==> config.mk <==
export PLATFORM = sky130hd
export DESIGN_NAME = mem_arbiter
export DESIGN_NICKNAME = d
export VERILOG_FILES = /design/src/rtl/mem_arbiter_pkg.sv /design/src/rtl/mem_arbiter_rr_select.sv /design/src/rtl/mem_arbiter.sv
export SDC_FILE = /design/constraint.sdc
export NUM_CORES = 1
export LEC_CHECK = 0
export ABC_AREA = 0
export ABC_CLOCK_PERIOD_IN_PS = 2300
export CAP_MARGIN = 20
export CORE_MARGIN = 2
export CORE_UTILIZATION = 42
export DETAILED_ROUTE_END_ITERATION = 16
export GPL_TIMING_DRIVEN = 0
export PLACE_DENSITY = 0.86
export SLEW_MARGIN = 25
export SYNTH_ARGS = -nofsm -noshare
export SYNTH_HDL_FRONTEND = slang
export SYNTH_HIERARCHICAL = 1
export SYNTH_SLANG_ARGS = --single-unit
==> constraint.sdc <==
create_clock -name clk -period 2.3 [get_ports clk]
set_clock_uncertainty 0.1 [all_clocks]
set_input_delay 0.46 -clock clk [delete_from_list [all_inputs] [get_ports clk]]
set_output_delay 0.46 -clock clk [all_outputs]
set_load 0.02 [all_outputs]
==> src/rtl/mem_arbiter_pkg.sv <==
// Command and state encodings shared by the RAM arbiter and the CPU state machine.
package mem_arbiter_pkg;

    localparam logic [1:0] MNone  = 2'b00;
    localparam logic [1:0] MRead  = 2'b01;
    localparam logic [1:0] MWrite = 2'b10;

    typedef enum logic [1:0] {
        StIdle  = 2'b00,
        StIssue = 2'b01,
        StWait  = 2'b10,
        StDone  = 2'b11
    } arb_state_e;

    // 2'b11 is reserved and never counts as a request.
    function automatic logic is_req(input logic [1:0] cmd);
        return (cmd == MRead) || (cmd == MWrite);
    endfunction

endpackage

==> src/rtl/mem_arbiter_rr_select.sv <==
// Two-way round-robin pick: the master that did not own the last transaction wins ties.
module mem_arbiter_rr_select (
    input  logic [1:0] req,
    input  logic       last_owner,
    output logic       grant,
    output logic       winner
);

    logic other;

    assign other = ~last_owner;

    always_comb begin
        grant  = |req;
        winner = 1'b0;
        if (req[other]) begin
            winner = other;
        end else if (req[last_owner]) begin
            winner = last_owner;
        end
    end

endmodule

==> src/rtl/mem_arbiter.sv <==
// Shares one single-port RAM between two masters, one transaction at a time, with a
// round-robin grant, configurable read latency and a one-cycle completion ack.
module mem_arbiter
    import mem_arbiter_pkg::*;
#(
    parameter int unsigned AW     = 9,
    parameter int unsigned DW     = 16,
    parameter int unsigned RD_LAT = 1
) (
    input  logic          clk,
    input  logic          reset,
    input  logic [1:0]    m0_cmd,
    input  logic [AW-1:0] m0_addr,
    input  logic [DW-1:0] m0_wdata,
    output logic [DW-1:0] m0_rdata,
    output logic          m0_ack,
    input  logic [1:0]    m1_cmd,
    input  logic [AW-1:0] m1_addr,
    input  logic [DW-1:0] m1_wdata,
    output logic [DW-1:0] m1_rdata,
    output logic          m1_ack,
    output logic [1:0]    mem_cmd,
    output logic [AW-1:0] mem_addr,
    output logic [DW-1:0] mem_wdata,
    input  logic [DW-1:0] mem_rdata,
    output logic          busy,
    output logic          owner
);

    // WAIT runs RD_LAT cycles, so the counter starts one below the latency.
    localparam logic [2:0] CntLoad = (RD_LAT == 0) ? 3'd0 : 3'(RD_LAT - 1);

    arb_state_e    state_q, state_d;
    logic [1:0]    cmd_q, cmd_d;
    logic [AW-1:0] addr_q, addr_d;
    logic [DW-1:0] wdata_q, wdata_d;
    logic [2:0]    cnt_q, cnt_d;
    logic [DW-1:0] m0_rdata_q, m0_rdata_d;
    logic [DW-1:0] m1_rdata_q, m1_rdata_d;
    logic          owner_q, owner_d;
    logic          last_owner_q, last_owner_d;

    logic [1:0]    req;
    logic          grant;
    logic          winner;
    logic          capture;

    assign req = {is_req(m1_cmd), is_req(m0_cmd)};

    mem_arbiter_rr_select u_rr_select (
        .req        (req),
        .last_owner (last_owner_q),
        .grant      (grant),
        .winner     (winner)
    );

    always_comb begin
        state_d      = state_q;
        cmd_d        = cmd_q;
        addr_d       = addr_q;
        wdata_d      = wdata_q;
        cnt_d        = cnt_q;
        owner_d      = owner_q;
        last_owner_d = last_owner_q;
        capture      = 1'b0;

        unique case (state_q)
            StIdle: begin
                if (grant) begin
                    state_d = StIssue;
                    owner_d = winner;
                    cmd_d   = winner ? m1_cmd   : m0_cmd;
                    addr_d  = winner ? m1_addr  : m0_addr;
                    wdata_d = winner ? m1_wdata : m0_wdata;
                end
            end
            StIssue: begin
                if ((cmd_q == MRead) && (RD_LAT != 0)) begin
                    state_d = StWait;
                    cnt_d   = CntLoad;
                end else begin
                    // Zero-latency reads return data combinationally during ISSUE.
                    capture = (cmd_q == MRead);
                    state_d = StDone;
                end
            end
            StWait: begin
                if (cnt_q == 3'd0) begin
                    capture = 1'b1;
                    state_d = StDone;
                end else begin
                    cnt_d = cnt_q - 3'd1;
                end
            end
            StDone: begin
                last_owner_d = owner_q;
                state_d      = StIdle;
            end
            default: state_d = StIdle;
        endcase
    end

    // Only the owner's read-data register ever changes.
    always_comb begin
        m0_rdata_d = m0_rdata_q;
        m1_rdata_d = m1_rdata_q;
        if (capture) begin
            if (owner_q) begin
                m1_rdata_d = mem_rdata;
            end else begin
                m0_rdata_d = mem_rdata;
            end
        end
    end

    always_ff @(posedge clk) begin
        if (!reset) begin
            state_q      <= StIdle;
            cmd_q        <= MNone;
            addr_q       <= '0;
            wdata_q      <= '0;
            cnt_q        <= 3'd0;
            m0_rdata_q   <= '0;
            m1_rdata_q   <= '0;
            owner_q      <= 1'b0;
            last_owner_q <= 1'b1;
        end else begin
            state_q      <= state_d;
            cmd_q        <= cmd_d;
            addr_q       <= addr_d;
            wdata_q      <= wdata_d;
            cnt_q        <= cnt_d;
            m0_rdata_q   <= m0_rdata_d;
            m1_rdata_q   <= m1_rdata_d;
            owner_q      <= owner_d;
            last_owner_q <= last_owner_d;
        end
    end

    always_comb begin
        mem_cmd   = MNone;
        mem_addr  = addr_q;
        mem_wdata = wdata_q;
        if ((state_q == StIssue) || (state_q == StWait)) begin
            mem_cmd = cmd_q;
        end
    end

    assign m0_ack   = (state_q == StDone) && !owner_q;
    assign m1_ack   = (state_q == StDone) && owner_q;
    assign m0_rdata = m0_rdata_q;
    assign m1_rdata = m1_rdata_q;
    assign busy     = (state_q != StIdle);
    assign owner    = owner_q;

    always_ff @(posedge clk) begin
        if (reset) begin
            assert (!(m0_ack && m1_ack));
            assert (mem_cmd != 2'b11);
        end
    end

endmodule

==> results of run 1 <==
==> Yosys cell counts (2+ instances only) <==
library cell,instances,area share
mux2i_1,29,0.098
clkbuf_1,9,0.011
buf_6,2,0.0076
nand2_1,94,0.12
nor2b_1,3,0.0063
a21oi_1,3,0.0051
ha_1,8,0.034
xor2_1,2,0.0059
buf_2,4,0.0068
nand4b_1,2,0.0059
inv_1,6,0.0076
a21boi_0,22,0.056
nand2b_1,2,0.0042
o211a_1,28,0.095
nor2_1,2,0.0025
dfxtp_1,66,0.45
buf_1,4,0.0051
o21ai_0,3,0.0051
buf_4,3,0.0076
and2_1,4,0.0084
a21boi_1,12,0.030
==> worst max-delay path: stages (launching register included) <==
cell and delay (ns):
dfxtp_1 0.36, inv_1 0.13, ha_1 0.34, and2_1 0.16, clkdlybuf4s15_1 0.31
==> layer usage <==
metal	track usage	routed length (µm)	vias to the layer above
li1	-	-	1378
met1	0.253	3440	1282
met2	0.368	3960	130
met3	0.0735	763	15
met4	0.0950	189	0
met5	0	0	-
==> cells by family (layout without fill, tap and decap cells) <==
kind of cell | count (synthesis) | after routing | share of synthesized area
AND/OR/NAND/NOR | 115 | 115 | 0.167
AO/OA/AOI/OAI | 72 | 72 | 0.203
flip-flops | 66 | 66 | 0.446
multiplexers | 29 | 29 | 0.0979
buffers and inverters | 29 | 178 | 0.0473
adder cells (fa/ha/maj) | 8 | 8 | 0.0338
XOR/XNOR | 2 | 2 | 0.00591
==> state kept, by name, indices dropped and copies added (netlist names) <==
signal        cells
cmd_q             2
cnt_q             3
last_owner_q      1
m0_rdata         16
m1_rdata         16
mem_addr          9
mem_wdata        16
owner             1
state_q           2
==> worst min-delay path by stage <==
stage,start,endpoint,slack (ns),cells past startpoint
after floorplan,cnt_q[0],cnt_q[0],0.34,2
after global placement,m0_rdata[12],m0_rdata[12],0.34,2
after detailed placement,m0_rdata[13],m0_rdata[13],0.35,2
after CTS,m0_rdata[13],m0_rdata[13],0.36,2
after global routing,m1_rdata[0],m1_rdata[0],0.38,2
final,m0_rdata[11],m0_rdata[11],0.36,2
==> final cells by class <==
cell class | count | area [µm²] | share of cell area
buffer | 22 | 115 | 0.0249
sequential | 66 | 1320 | 0.287
tap | 96 | 120 | 0.0260
clock inverter | 4 | 50.0 | 0.0108
timing repair buffer | 133 | 1320 | 0.287
multi-input combinational | 226 | 1500 | 0.326
clock buffer | 12 | 155 | 0.0336
inverter | 7 | 26.3 | 0.00569
==> power by group through the flow <==
stage | Clock [mW] | Sequential, mW | Combinational (mW)
finish | 1.01 | 1.62 | 2.22
global route | 1.08 | 1.66 | 2.39
CTS | 1.01 | 1.62 | 2.23
detailed placement | 0 | 1.64 | 2.24
global placement | 0 | 1.62 | 2.19
floorplan | 0 | 1.92 | 0.988
==> what timing repair did <==
item / in CTS / in global routing
setup endpoints to repair: 5 / 4
hold buffers: 0 / 0
buffers inserted: 0 / 0
gates resized for setup: 5 / 5
==> results.md, run 1 <==
- Status: completed
- Final setup viols: 0
- P_leak: 1.96 nW
- I/O pins: 135
- Post-DP HPWL: 6440 µm
- Syn. warnings: 6
- Place WS: -0.248 ns
- Die height: 88.0 µm
- Most frequent cells in the layout: clkdlybuf4s50_1 (128), nand2_1 (94), dfxtp_1 (65)
- Part of the power in the clock network: 0.207
- Core area: 6830 µm²
- Total routed wirelength: 8350 µm
- Pint: 3.02 mW
- Largest net degree at the start of global routing: 12
- Post-Syn Area: 2970 µm²
- Final Hold Fails: 0
- Clock Sinks: 66
- Most common cell after layout, fill and taps aside: clkdlybuf4s50_1
- HP Class: flip-flop to flip-flop
- Setup CP Type: flip-flop to output pin
- Post-synth EDFFs: 0
- Sw frac: 0.376
- I/O Buffers: 133
- Slew HR: 0.681
- Filler cells: 552
- Max_cap viols: 0
- CP Launch Point: state_q[0]
- H-Tree Depth: 3
- CTS max path bufs: 2
- Worst Setup EP: mem_cmd[1]
- Vias in the first global route: 2773
- GRT Total Usage: 0.218
- Placed Area: 4420 µm²
- Clock transition at path regs: 0.07 ns
- Gpl congestion: 0.808
- Routed Antenna Nets: 0
- Die W: 88.0 µm
- WL per Instance: 14.8 µm
- Placed insts: 550
- Clock latency on the worst-skew pair: 0.34 ns
- Area Growth Syn to Fin: 55.7%
- First-pass iteration count of the detailed router: 5
- Slew Limit Fails: 0
- Vias/cell: 4.96
- Distinct cells, synth: 34
- Final std cells w/o fill: 566
- R2R Path Start: state_q[0]
- Crit path arrival time: 1.64 ns
- CP Max Fanout: 6
- Setup TNS: 0 ns
- Num rows: 30
- CTS root buffer: clkbuf_8
- Cell count after synthesis: 321
- Max Freq: 455 MHz
- Final period util: 0.955
- Req. time, crit path: 1.74 ns
- P_sw: 1.83 mW
- Ant diodes: 0
- Design Area, Final: 4620 µm²
- Worst slew pin tran: 0.478 ns
- First-pass GRT wire length: 12900 µm
- Final layout net count: 545
- Syn nets: 401
- Flop pwr share: 0.335
- Tmin final: 2.20 ns
- Top_reg_cell synth: dfxtp_1
- Startpoint types: flip-flop
- Critical R2R Capture: m1_rdata[12]
- Cell Pwr Density: 1050 nW/µm²
- Inserted Clock Buffers: 9
- Global route overflow: 0
- Worst ir drop on vdd: 0.000589 V
- Overall power: 4.85 mW
- Gate power share: 0.458
- Post-route worst setup slack: 0.103 ns
- Fin util: 0.676
- Die area: 7750 µm²
- Share of layout cells above drive strength 1: 0.0638
- RSZ-0062 raised after global routing: false
- Crit. End Element: output pin
- Drt drc: 0
- Register area share after synthesis: 0.446
- Antenna violations before repair: 0
- Initial Util: 0.434
- Async set-reset flop share out of synthesis: 0
- Syn avg cell area: 9.24 µm²
- Vias: 2805
- Worst reg2reg path depth: 6
- TritonCTS clock tree: done
- Initial DRC Count: 125
- Hold Slack: 0.361 ns
- Number of synthesized register bits: 66
- R2r setup slk: 0.31 ns
No activity file was read; power rests on OpenSTA's default activity.
==> inputs of run 2 (changes only) <==
CTS_CLUSTER_SIZE = 24   (was not set)
==> results of run 2 <==
Same layout as run 1: the final DEF is identical, and so are final timing and power.
==> inputs of run 3 (changes only) <==
CAP_MARGIN = not set   (was 20)
==> results of run 3 <==
Same layout as run 1: the final DEF is identical, and so are final timing and power.
